**config.mk**
```make
export PLATFORM = sky130hd
export DESIGN_NAME = irq_trap_seq
export DESIGN_NICKNAME = d
export VERILOG_FILES = /design/src/rtl/trap_pkg.sv /design/src/rtl/irq_trap_seq_drain_timer.sv /design/src/rtl/irq_trap_seq.sv
export SDC_FILE = /design/constraint.sdc
export NUM_CORES = 1
export LEC_CHECK = 0
export ABC_CLOCK_PERIOD_IN_PS = 2120
export CAP_MARGIN = 0
export CORE_ASPECT_RATIO = 0.9
export CORE_UTILIZATION = 38
export DETAILED_ROUTE_END_ITERATION = 7
export MAX_ROUTING_LAYER = met4
export PLACE_DENSITY_LB_ADDON = 0.2
export SLEW_MARGIN = 10
export SYNTH_ARGS = -nofsm -noshare
export SYNTH_HDL_FRONTEND = slang
export SYNTH_HIERARCHICAL = 1
export SYNTH_SLANG_ARGS = --single-unit
```
**constraint.sdc**
```tcl
create_clock -name clk -period 2.12 [get_ports clk]
set_clock_uncertainty 0.15 [all_clocks]
set_input_delay 0.636 -clock clk [delete_from_list [all_inputs] [get_ports clk]]
set_output_delay 0.636 -clock clk [all_outputs]
set_load 0.1 [all_outputs]
```
**src/rtl/trap_pkg.sv**
```systemverilog
// trap_pkg: shared state encoding and constants for the interrupt/trap sequencer
package trap_pkg;
   typedef enum logic [2:0] {IDLE, DRAIN, SAVE, VECTOR, RET} state_t;
   localparam logic [1:0] PC_SEL_SEQ = 2'b00;
   localparam logic [1:0] PC_SEL_VEC = 2'b01;
   localparam logic [1:0] PC_SEL_EPC = 2'b10;
   localparam int CAUSE_INT_BIT = 31;
endpackage

```
**src/rtl/irq_trap_seq_drain_timer.sv**
```systemverilog
// drain_timer: counts DRAIN cycles and flags the last one allowed before an abort
module drain_timer #(
   parameter int LIMIT = 64
) (
   input  logic clk,
   input  logic clrn,
   input  logic clear,
   input  logic enable,
   output logic expired
);
   localparam int W = $clog2(LIMIT);
   localparam logic [W-1:0] LAST = W'(LIMIT - 1);
   logic [W-1:0] cnt;
   // cleared while idle so each drain starts counting from zero
   always_ff @(posedge clk)
      if (!clrn || clear) cnt <= '0;
      else if (enable) cnt <= cnt + 1'b1;
   assign expired = cnt == LAST;
endmodule

```
**src/rtl/irq_trap_seq.sv**
```systemverilog
// irq_trap_seq: machine-mode interrupt entry, FPU drain and mret return sequencer
module irq_trap_seq
   import trap_pkg::*;
#(
   parameter logic [31:0] TRAP_VEC    = 32'h0000_0008,
   parameter int          DRAIN_LIMIT = 64,
   parameter int          CAUSE_W     = 5
) (
   input  logic               clk,
   input  logic               clrn,
   input  logic               irq,
   input  logic [CAUSE_W-1:0] irq_cause,
   input  logic [31:0]        pc_ex,
   input  logic               fpu_busy,
   input  logic               mret,
   input  logic               csr_wr_mie,
   input  logic               csr_mie_val,
   output logic               stall,
   output logic               flush,
   output logic [1:0]         pc_sel,
   output logic [31:0]        vec_pc,
   output logic               epc_we,
   output logic               cause_we,
   output logic [31:0]        epc_d,
   output logic [31:0]        cause_d,
   output logic               fpu_abort,
   output logic               int_ack,
   output logic               mie_o,
   output logic               mpie_o
);
   state_t state, state_nx;
   logic [31:0] epc_l;
   logic [CAUSE_W-1:0] cause_l;
   logic mie, mpie, expired, take;
   assign take = state == IDLE && !mret && irq && mie;
   drain_timer #(.LIMIT(DRAIN_LIMIT)) u_timer (
      .clk(clk), .clrn(clrn), .clear(state == IDLE), .enable(state == DRAIN), .expired(expired)
   );
   // state register
   always_ff @(posedge clk)
      if (!clrn) state <= IDLE;
      else state <= state_nx;
   // next state: mret beats irq, drain ends on FPU idle or timeout
   always_comb begin
      state_nx = IDLE;
      case (state)
         IDLE:    state_nx = mret ? RET : take ? DRAIN : IDLE;
         DRAIN:   state_nx = (!fpu_busy || expired) ? SAVE : DRAIN;
         SAVE:    state_nx = VECTOR;
         default: state_nx = IDLE;
      endcase
   end
   // capture resume point and cause at the moment the interrupt is accepted
   always_ff @(posedge clk)
      if (!clrn) begin
         epc_l   <= '0;
         cause_l <= '0;
      end else if (take) begin
         epc_l   <= pc_ex;
         cause_l <= irq_cause;
      end
   // status bits: trap entry/return override CSR writes, which apply only in IDLE
   always_ff @(posedge clk)
      if (!clrn) begin
         mie  <= 1'b0;
         mpie <= 1'b0;
      end else if (state == SAVE) begin
         mpie <= mie;
         mie  <= 1'b0;
      end else if (state == RET) begin
         mie  <= mpie;
         mpie <= 1'b1;
      end else if (state == IDLE && !mret && csr_wr_mie) mie <= csr_mie_val;
   // Moore outputs, except the abort which reacts to fpu_busy in the final DRAIN cycle
   always_comb begin
      stall     = state == DRAIN || state == SAVE;
      flush     = state == VECTOR || state == RET;
      pc_sel    = state == VECTOR ? PC_SEL_VEC : state == RET ? PC_SEL_EPC : PC_SEL_SEQ;
      epc_we    = state == SAVE;
      cause_we  = state == SAVE;
      int_ack   = state == VECTOR;
      fpu_abort = state == DRAIN && fpu_busy && expired;
      epc_d     = epc_l;
      cause_d   = state == SAVE ? (32'(cause_l) | (32'd1 << CAUSE_INT_BIT)) : 32'd0;
   end
   assign vec_pc = TRAP_VEC;
   assign mie_o  = mie;
   assign mpie_o = mpie;
endmodule

```
== Yosys cells after proc, flatten, opt, wreduce, memory -nomap -nowiden ==
Cells that the tools add are included.

* $add $sub $neg: 1
* Muxes and demuxes: 11
* Eq/ne operators: 5
* Bitwise gates (word level): 1
* Reductions and logical operators: 17

{| class="wikitable"
|+ Operator list
! cell !! count
|-
| two-way mux 32 bit || 1
|-
| case mux 3 bit (3 select lines) || 1
|-
| adder 6 x 1 -> 6 bit (second input constant) || 1
|-
| equality test 3 x 2 -> 1 bit (second input constant) || 2
|-
| equality test 6 bit (second input constant) || 1
|-
| logical AND 1 bit || 6
|-
| two-way mux 2 bit || 3
|-
| two-way mux 1 bit || 5
|-
| logical OR 1 bit || 4
|-
| nonzero test 2 bit || 2
|-
| equality test 3 x 1 -> 1 bit (second input constant) || 1
|-
| equality test 3 bit (second input constant) || 1
|-
| logical NOT 1 bit || 3
|-
| logical NOT 3 bit || 1
|-
| two-way mux 3 bit || 1
|-
| OR reduction 2 bit || 1
|-
| inverter 1 bit || 1
|}

* Bits of input ports: 44
* Register bits after elaboration: 48

== Depth between registers and ports, before layout ==
Gate-level depths: netlist of the first run.

* Word-level depth: 7
* Mapped depth: 6

== By module ==
Netlist of the first run, hierarchy kept.

{| class="wikitable"
|+ By module, submodules not included
! module !! times used !! sequential area each (sq um) !! area an instance (sq um) !! cells each
|-
| irq_trap_seq || 1 || 840.8 || 2223.4 || 270
|-
| drain_timer || 1 || 120.1 || 257.7 || 28
|}

== Worst setup path before layout of the first run ==
Ideal clock, no wire load.

* Path type: register to output
* From: register state[2]
* To: output flush
* Stages on the path, launching flop included: 3
* Arrival time: 3516 ps
* Setup slack: -2182 ps
* Data required time: 1334 ps
* Cell sequence: dfxtp_1 -> nor3b_1 -> or2_2

* Longest elaborated chain between the ends: 2
* Elaborated cells between the ends (all ways): 3

{| class="wikitable"
|+ RTL lines
! item !! RTL line !! source
|-
| from (decl) || irq_trap_seq.sv:31 || <nowiki>state_t state, state_nx;</nowiki>
|-
| from (signal assigned) || irq_trap_seq.sv:42 || <nowiki>else state <= state_nx;</nowiki>
|-
| equality test 3 x 2 -> 1 bit or equality test 3 bit (tied branches) || irq_trap_seq.sv:77 || <nowiki>flush = state == VECTOR || state == RET;</nowiki>
|-
| logical OR 1 bit (*) || irq_trap_seq.sv:77 ||
|-
| to (decl) || irq_trap_seq.sv:19 || <nowiki>output logic flush,</nowiki>
|}

Every way passes the cells marked *; elsewhere a longest branch is shown, timed or not.

== Final worst setup path of the first run ==
* From: register state[0]
* To: output cause_d[1]

* Longest elaborated chain between the ends: 2

{| class="wikitable"
|+ RTL lines
! item !! RTL line !! source
|-
| equality test 3 x 2 -> 1 bit || irq_trap_seq.sv:84 || <nowiki>cause_d = state == SAVE ? (32'(cause_l) | (32'd1 << CAUSE_INT_BIT)) : 32'd0;</nowiki>
|-
| two-way mux 32 bit || irq_trap_seq.sv:84 ||
|-
| to (decl) || irq_trap_seq.sv:25 || <nowiki>output logic [31:0] cause_d,</nowiki>
|}

Every way passes these cells.

==> results.ini, run 1 <==
[power_and_ir_drop]
power_density_nw_per_um2 = 570
p_clk_frac = 0.228
power_w = 0.00232
seqPwrFrac = 0.403
switching_share = 0.431
power.switching_w = 0.00100
internal-power_w = 0.00132
leakagePower_nw = 1.58
vdd_drop_max_v = 0.000369
p_comb_frac = 0.369

[layout]
mostFrequentLayoutCells = 58 x conb_1, 52 x buf_12, 43 x dfxtp_1, 42 x clkdlybuf4s50_1, 39 x a21oi_1
layoutNonFillerInstCount = 489
n_fill_cell = 521
drive_above_1_share = 0.269
area_growth_pct = 64.1
final_common_cell = conb_1
nets = 447
finalInstanceArea_um2 = 4070
num_antenna_cells = 0

[floorplanning]
fp.dieArea_um2 = 6860
die_height_um = 78.7
ios = 150
die_x_um = 87.2
start_util = 0.399
coreArea_um2 = 6220
rows = 27

[clock_tree]
cts_root_buf = clkbuf_8
cts_buffer_depth = 2
cts_tree = built
clkTransAtPathRegs_ns = 0.08
clock_sinks = 48
htreeDepth = 2
insertion_delay_ns = 0.30
cts_buffers = 5

[synth]
syn_area_um2 = 2480
synth_edf_count = 0
async_reset_ff_frac = 0
netlist_instances = 298
synth-seq-cells = 48
ys.warnings.count = 6
synth_ff_type = dfxtp_1
synth_area_per_cell_um2 = 8.33
ys_types = 38
yosysSeqAreaShare = 0.387

[drt]
vias = 2269
dr.first_iter.drc_count = 92
dr.pass1.iters = 4
finalWirelength_um = 6270
vias_per_cell = 4.64
post_drt_wl_per_cell_um = 12.8
drc_errors = 0
ant_nets = 0

[global_routing]
grt_pass1_wl_um = 9580
grt_max_degree = 38
grt_use_total = 0.184
antenna_found_initial = 0
grt-ovfl-total = 0
grt_pass1_vias = 1958

[timing]
fin_ws_ns = -0.0907
grt_setup_unrepaired = yes
final.min_clock_period_ns = 2.21
setup_viol = 14
fmax_mhz = 452
hold_viol = 0
tns_ns = -0.781
drv_slew = 0
fin_crit_sh = 1.04

[flow_run]
max_cap_violations = 0

[critical_path]
r2r_setup_slack_ns = 0.24
cp_top_family = simple AND/OR/NAND/NOR gates
crit_slowest_cell = dfxtp_4
max_stage_delay_ns = 0.38
critPathRequiredTime_ns = 1.33
crit_path_end_kind = output port
path_buf_inv = 2
cpMostUsedCell = buf_12
path_class = register to output port
crit_end = cause_d[1]
worstPathMaxFanout = 7
path_cells = nor3b_4 -> buf_12 -> and2_4 -> buf_12
cp-start-kind = register
rr_startpoint = u_timer/cnt[0]$_SDFFE_PP0P_
crit_path_start = state[0]$_SDFF_PN0_
cp.arrival_ns = 1.42
r2r_end = state[0]$_SDFF_PN0_
cp.depth = 4
rr_worst_depth = 9

[placed_design]
hpwl_um = 4270
globalplace.congestion = 0.771
dp_cells = 467
port_buffers = 91
dpl_cell_area_um2 = 3800
pre_cts_slack_ns = -0.171

[run_status]
outcome = finished with violations
violations = setup timing

[min_path]
hold_path.class = register to register

[stage by stage]
stage / hold slack [ns] / utilization
CTS: 0.333 / 0.648
detailed placement: 0.322 / 0.611
floorplan: 0.304 / -
finish: 0.329 / 0.655
global route: 0.368 / 0.655
global placement: 0.312 / 0.611
[power groups by stage]
stage | clock network [W] | registers, W | logic, W
3_5_place_dp | 0 | 0.000958 | 0.000848
3_3_place_gp | 0 | 0.000957 | 0.000847
5_1_grt | 0.000591 | 0.000939 | 0.000886
4_1_cts | 0.000550 | 0.000936 | 0.000855
6_report | 0.000528 | 0.000936 | 0.000857
2_1_floorplan | 0 | 0.00105 | 0.000661
[logic make-up after synthesis]
| family | Yosys count | synth area share |
|---|---|---|
| mux | 1 | 0.00403 |
| buf+inv | 84 | 0.243 |
| simple gates | 75 | 0.168 |
| other cells | 2 | 0.00303 |
| flops | 48 | 0.387 |
| xor+xnor | 4 | 0.0141 |
| fa+ha+maj | 1 | 0.00504 |
| compound gates | 83 | 0.175 |
[registers in the layout, summed over array words and instances, names as in the netlist]
name         flops
cause_l          5
epc_d           32
mie_o            1
mpie_o           1
state            3
u_timer/cnt      6
[repair_timing]
| item | CTS | global route |
|---|---|---|
| endpoints found under the setup margin | 9 | 14 |
| pin swaps | 7 | 4 |
| hold buffers | 0 | 0 |
| resized for setup | 14 | 3 |
| setup buffers | 11 | 4 |
[metal layers]
metal | GRT usage | share of wire | vias to the layer above | wire (um)
met1 | 0.229 | 0.44 | 1063 | 2740
met2 | 0.291 | 0.49 | 88 | 3050
met5 | - | 0 | - | 0
li1 | - | - | 1110 | -
met3 | 0.0431 | 0.065 | 8 | 406
met4 | 0.0623 | 0.011 | 0 | 68
[final cells by class]
cell class / count / area, um^2 / share of cell area
Timing Repair Buffer: 121 / 1680 / 0.412
Sequential cell: 48 / 975 / 0.239
Tap cell: 87 / 109 / 0.0267
Inverter: 4 / 16.3 / 0.00400
Multi-Input combinational cell: 222 / 1210 / 0.298
Clock buffer: 5 / 68.8 / 0.0169
Clock inverter: 2 / 12.5 / 0.00307
[how the worst min path moves through the flow]
stage	from	endpoint	slack, ns	cells after the start
2_1_floorplan	cause_l[0]$_SDFFE_PN0P_	cause_l[0]$_SDFFE_PN0P_	0.30	2
3_3_place_gp	cause_l[2]$_SDFFE_PN0P_	cause_l[2]$_SDFFE_PN0P_	0.31	2
3_5_place_dp	cause_l[3]$_SDFFE_PN0P_	cause_l[3]$_SDFFE_PN0P_	0.32	2
4_1_cts	cause_l[3]$_SDFFE_PN0P_	cause_l[3]$_SDFFE_PN0P_	0.33	2
5_1_grt	cause_l[4]$_SDFFE_PN0P_	cause_l[4]$_SDFFE_PN0P_	0.37	2
6_report	cause_l[3]$_SDFFE_PN0P_	cause_l[3]$_SDFFE_PN0P_	0.33	2
[tightest hold or removal path, stage by stage, from the launching register on]
cell	delay, ns
dfxtp_1	0.31
o21ai_0	0.07
a21oi_1	0.06
[synthesized netlist by cell type, drive strengths merged (2+ instances only)]
master	instances	area [um^2]
nand3	38	190
dfxtp	48	961
inv	3	11.3
o21ai	38	190
nand2	4	15.0
nor3	3	15.0
buf	71	553
and2	6	37.5
nand4	2	18.8
nand2b	2	12.5
a21oi	39	195
nor3b	4	35.0
clkbuf	9	33.8
a211oi	2	15.0
conb	2	7.51
or2	2	12.5
or3	2	17.5
xor2	3	26.3
nor2	7	26.3
and3b	2	17.5
Power figures use the tool's default switching activity.
==> run 2: changes to the inputs <==
Settings changed: CELL_PAD_IN_SITES_DETAIL_PLACEMENT from default to 0, CELL_PAD_IN_SITES_GLOBAL_PLACEMENT from default to 1, CORE_ASPECT_RATIO 0.9 to 0.7, CORE_UTILIZATION 38 to 26.
==> results.ini, run 2 (synthesis gave the netlist of run 1 again) <==
[global_routing]
grt_max_degree = 38  ; unchanged
antenna_found_initial = 0  ; unchanged
grt-ovfl-total = 0  ; unchanged
grt_pass1_vias = 2211  ; was 1958
grt_pass1_wl_um = 11300  ; was 9580 um
grt_use_total = 0.149  ; was 0.184

[power_and_ir_drop]
power_density_nw_per_um2 = 624  ; was 570 nW/um^2
leakagePower_nw = 1.63  ; was 1.58 nW
vdd_drop_max_v = 0.000256  ; was 0.000369 V

[floorplanning]
die_x_um = 119  ; was 87.2 um
rows = 29  ; was 27
coreArea_um2 = 9180  ; was 6220 um^2
ios = 150  ; unchanged
fp.dieArea_um2 = 9940  ; was 6860 um^2
die_height_um = 83.7  ; was 78.7 um
start_util = 0.270  ; was 0.399

[timing]
grt_setup_unrepaired = yes  ; unchanged
fin_crit_sh = 1.04  ; about the same
setup_viol = 10  ; was 14
fin_ws_ns = -0.0806  ; was -0.0907 ns
fmax_mhz = 454  ; was 452 MHz
drv_slew = 0  ; unchanged
final.min_clock_period_ns = 2.20  ; was 2.21 ns
hold_viol = 0  ; unchanged

[clock_tree]
clock_sinks = 48  ; unchanged
cts_root_buf = clkbuf_16  ; was clkbuf_8
cts_buffers = 5  ; unchanged
cts_buffer_depth = 2  ; unchanged
cts_hold_buf = 0  ; unchanged
htreeDepth = 2  ; unchanged
clkTransAtPathRegs_ns = 0.07  ; was 0.08 ns
cts_tree = built  ; unchanged
insertion_delay_ns = 0.29  ; was 0.30 ns

[placed_design]
pre_cts_slack_ns = -0.146  ; was -0.171 ns
port_buffers = 91  ; unchanged
globalplace.congestion = 0.742  ; was 0.771
hpwl_um = 4700  ; was 4270 um
dp_cells = 505  ; was 467
dpl_cell_area_um2 = 3850  ; was 3800 um^2

[critical_path]
r2r_end = epc_d[12]$_SDFFE_PN0P_  ; was state[0]$_SDFF_PN0_
cp-start-kind = register  ; unchanged
path_cells = nor3b_4 -> buf_12 -> and2_4 -> buf_12  ; unchanged
path_buf_inv = 2  ; unchanged
cp.arrival_ns = 1.41  ; was 1.42 ns
crit_slowest_cell = dfxtp_4  ; unchanged
r2r_setup_slack_ns = 0.21  ; was 0.24 ns
worstPathMaxFanout = 8  ; was 7
max_stage_delay_ns = 0.36  ; was 0.38 ns
rr_worst_depth = 6  ; was 9
critPathRequiredTime_ns = 1.33  ; about the same
rr_startpoint = state[2]$_SDFF_PN0_  ; was u_timer/cnt[0]$_SDFFE_PP0P_
cpMostUsedCell = buf_12  ; unchanged
cp_top_family = simple AND/OR/NAND/NOR gates  ; unchanged
crit_path_end_kind = output port  ; unchanged
path_class = register to output port  ; unchanged

[drt]
finalWirelength_um = 6940  ; was 6270 um
drc_errors = 0  ; unchanged
dr.pass1.iters = 4  ; unchanged
dr.first_iter.drc_count = 73  ; was 92
ant_nets = 0  ; unchanged
vias = 2264  ; was 2269
post_drt_wl_per_cell_um = 13.1  ; was 12.8 um
vias_per_cell = 4.27  ; was 4.64

[min_path]
hold_path.class = register to register  ; unchanged
whs_endpoint = cause_l[1]$_SDFFE_PN0P_  ; was cause_l[3]$_SDFFE_PN0P_
worstHoldStart = cause_l[1]$_SDFFE_PN0P_  ; was cause_l[3]$_SDFFE_PN0P_
whs_path_depth = 2  ; unchanged

[run_status]
outcome = finished with violations  ; unchanged
violations = setup timing  ; unchanged

[layout]
area_growth_pct = 68.7  ; was 64.1%
largest_register_ff_count = 32  ; unchanged
final_common_cell = conb_1  ; unchanged
nets = 450  ; was 447
drive_above_1_share = 0.271  ; was 0.269
mostFrequentLayoutCells = 58 x conb_1, 51 x buf_12, 43 x dfxtp_1, 42 x clkdlybuf4s50_1, 39 x a21oi_1  ; was 58 x conb_1, 52 x buf_12, 43 x dfxtp_1, 42 x clkdlybuf4s50_1, 39 x a21oi_1
finalInstanceArea_um2 = 4190  ; was 4070 um^2
num_antenna_cells = 0  ; unchanged
layoutNonFillerInstCount = 530  ; was 489

[flow_run]
max_cap_violations = 0  ; unchanged

==> run 2: changes by cell type in the layout (fill, tap and decap cells not counted), moves of 2 or more <==
| cell | previous run | this run |
|---|---|---|
| clkbuf_16 | 0 | 5 |
| clkbuf_8 | 5 | 1 |
| buf_4 | 23 | 25 |
| buf_6 | 3 | 5 |
| clkbuf_1 | 0 | 2 |
==> run 2: what timing repair did <==
action | in CTS | in global routing
cloned | 0 | 0
pin swaps | 6 | 5
gates resized for setup | 13 | 5
endpoints found under the setup margin | 9 | 12
setup buffers | 13 | 4
==> run 2: worst max-delay path by stage <==
stage                  to           startpoint  cells after the start
3_5_place_dp    fpu_abort             fpu_busy                      3
5_1_grt        cause_d[2]  state[1]$_SDFF_PN0_                      4
3_3_place_gp    fpu_abort             fpu_busy                      3
6_report       cause_d[2]  state[0]$_SDFF_PN0_                      4
2_1_floorplan  cause_d[0]  state[1]$_SDFF_PN0_                      2
4_1_cts        cause_d[2]  state[2]$_SDFF_PN0_                      4
==> run 2: per-layer routing <==
| metal | vias up | share of wire | GRT usage |
|---|---|---|---|
| met5 | - | 0 | - |
| met4 | 0 | 0.010 | 0.0483 |
| met3 | 5 | 0.069 | 0.0478 |
| met2 | 79 | 0.45 | 0.226 |
| met1 | 1060 | 0.47 | 0.187 |
| li1 | 1120 | - | - |
==> run 2: where the power goes <==
group | total, W | internal (W) | switching, W | leakage (nW)
Clock | 0.000809 | 0.000471 | 0.000337 | 0.0712
Sequential | 0.000934 | 0.000915 | 0.0000194 | 0.391
Combinational | 0.000869 | 0.000185 | 0.000684 | 1.17
Total | 0.00261 | 0.00157 | 0.00104 | 1.63
==> run 2: area by class of cell <==
type / count / area (um^2)
clock buffer: 8 / 146
fill: 888 / 4990
inverter: 4 / 16.3
multi-input combinational: 222 / 1200
sequential: 48 / 977
tap: 124 / 155
timing repair buffer: 124 / 1690
==> run 2: stage by stage <==
| step | TNS (ns) | hold WS [ns] | utilization | total power, W |
|---|---|---|---|---|
| floorplan | -5.48 | 0.304 | - | 0.00171 |
| global placement | -0.140 | 0.314 | 0.420 | 0.00181 |
| detailed placement | -0.146 | 0.318 | 0.420 | 0.00181 |
| CTS | -0.633 | 0.326 | 0.451 | 0.00264 |
| global route | -1.09 | 0.357 | 0.456 | 0.00271 |
| finish | -0.577 | 0.325 | 0.456 | 0.00261 |
==> run 2: worst min-delay path, cell delays in order, from the launching register on <==
cell     delay, ns
dfxtp_1       0.30
o21ai_0       0.06
a21oi_1       0.06
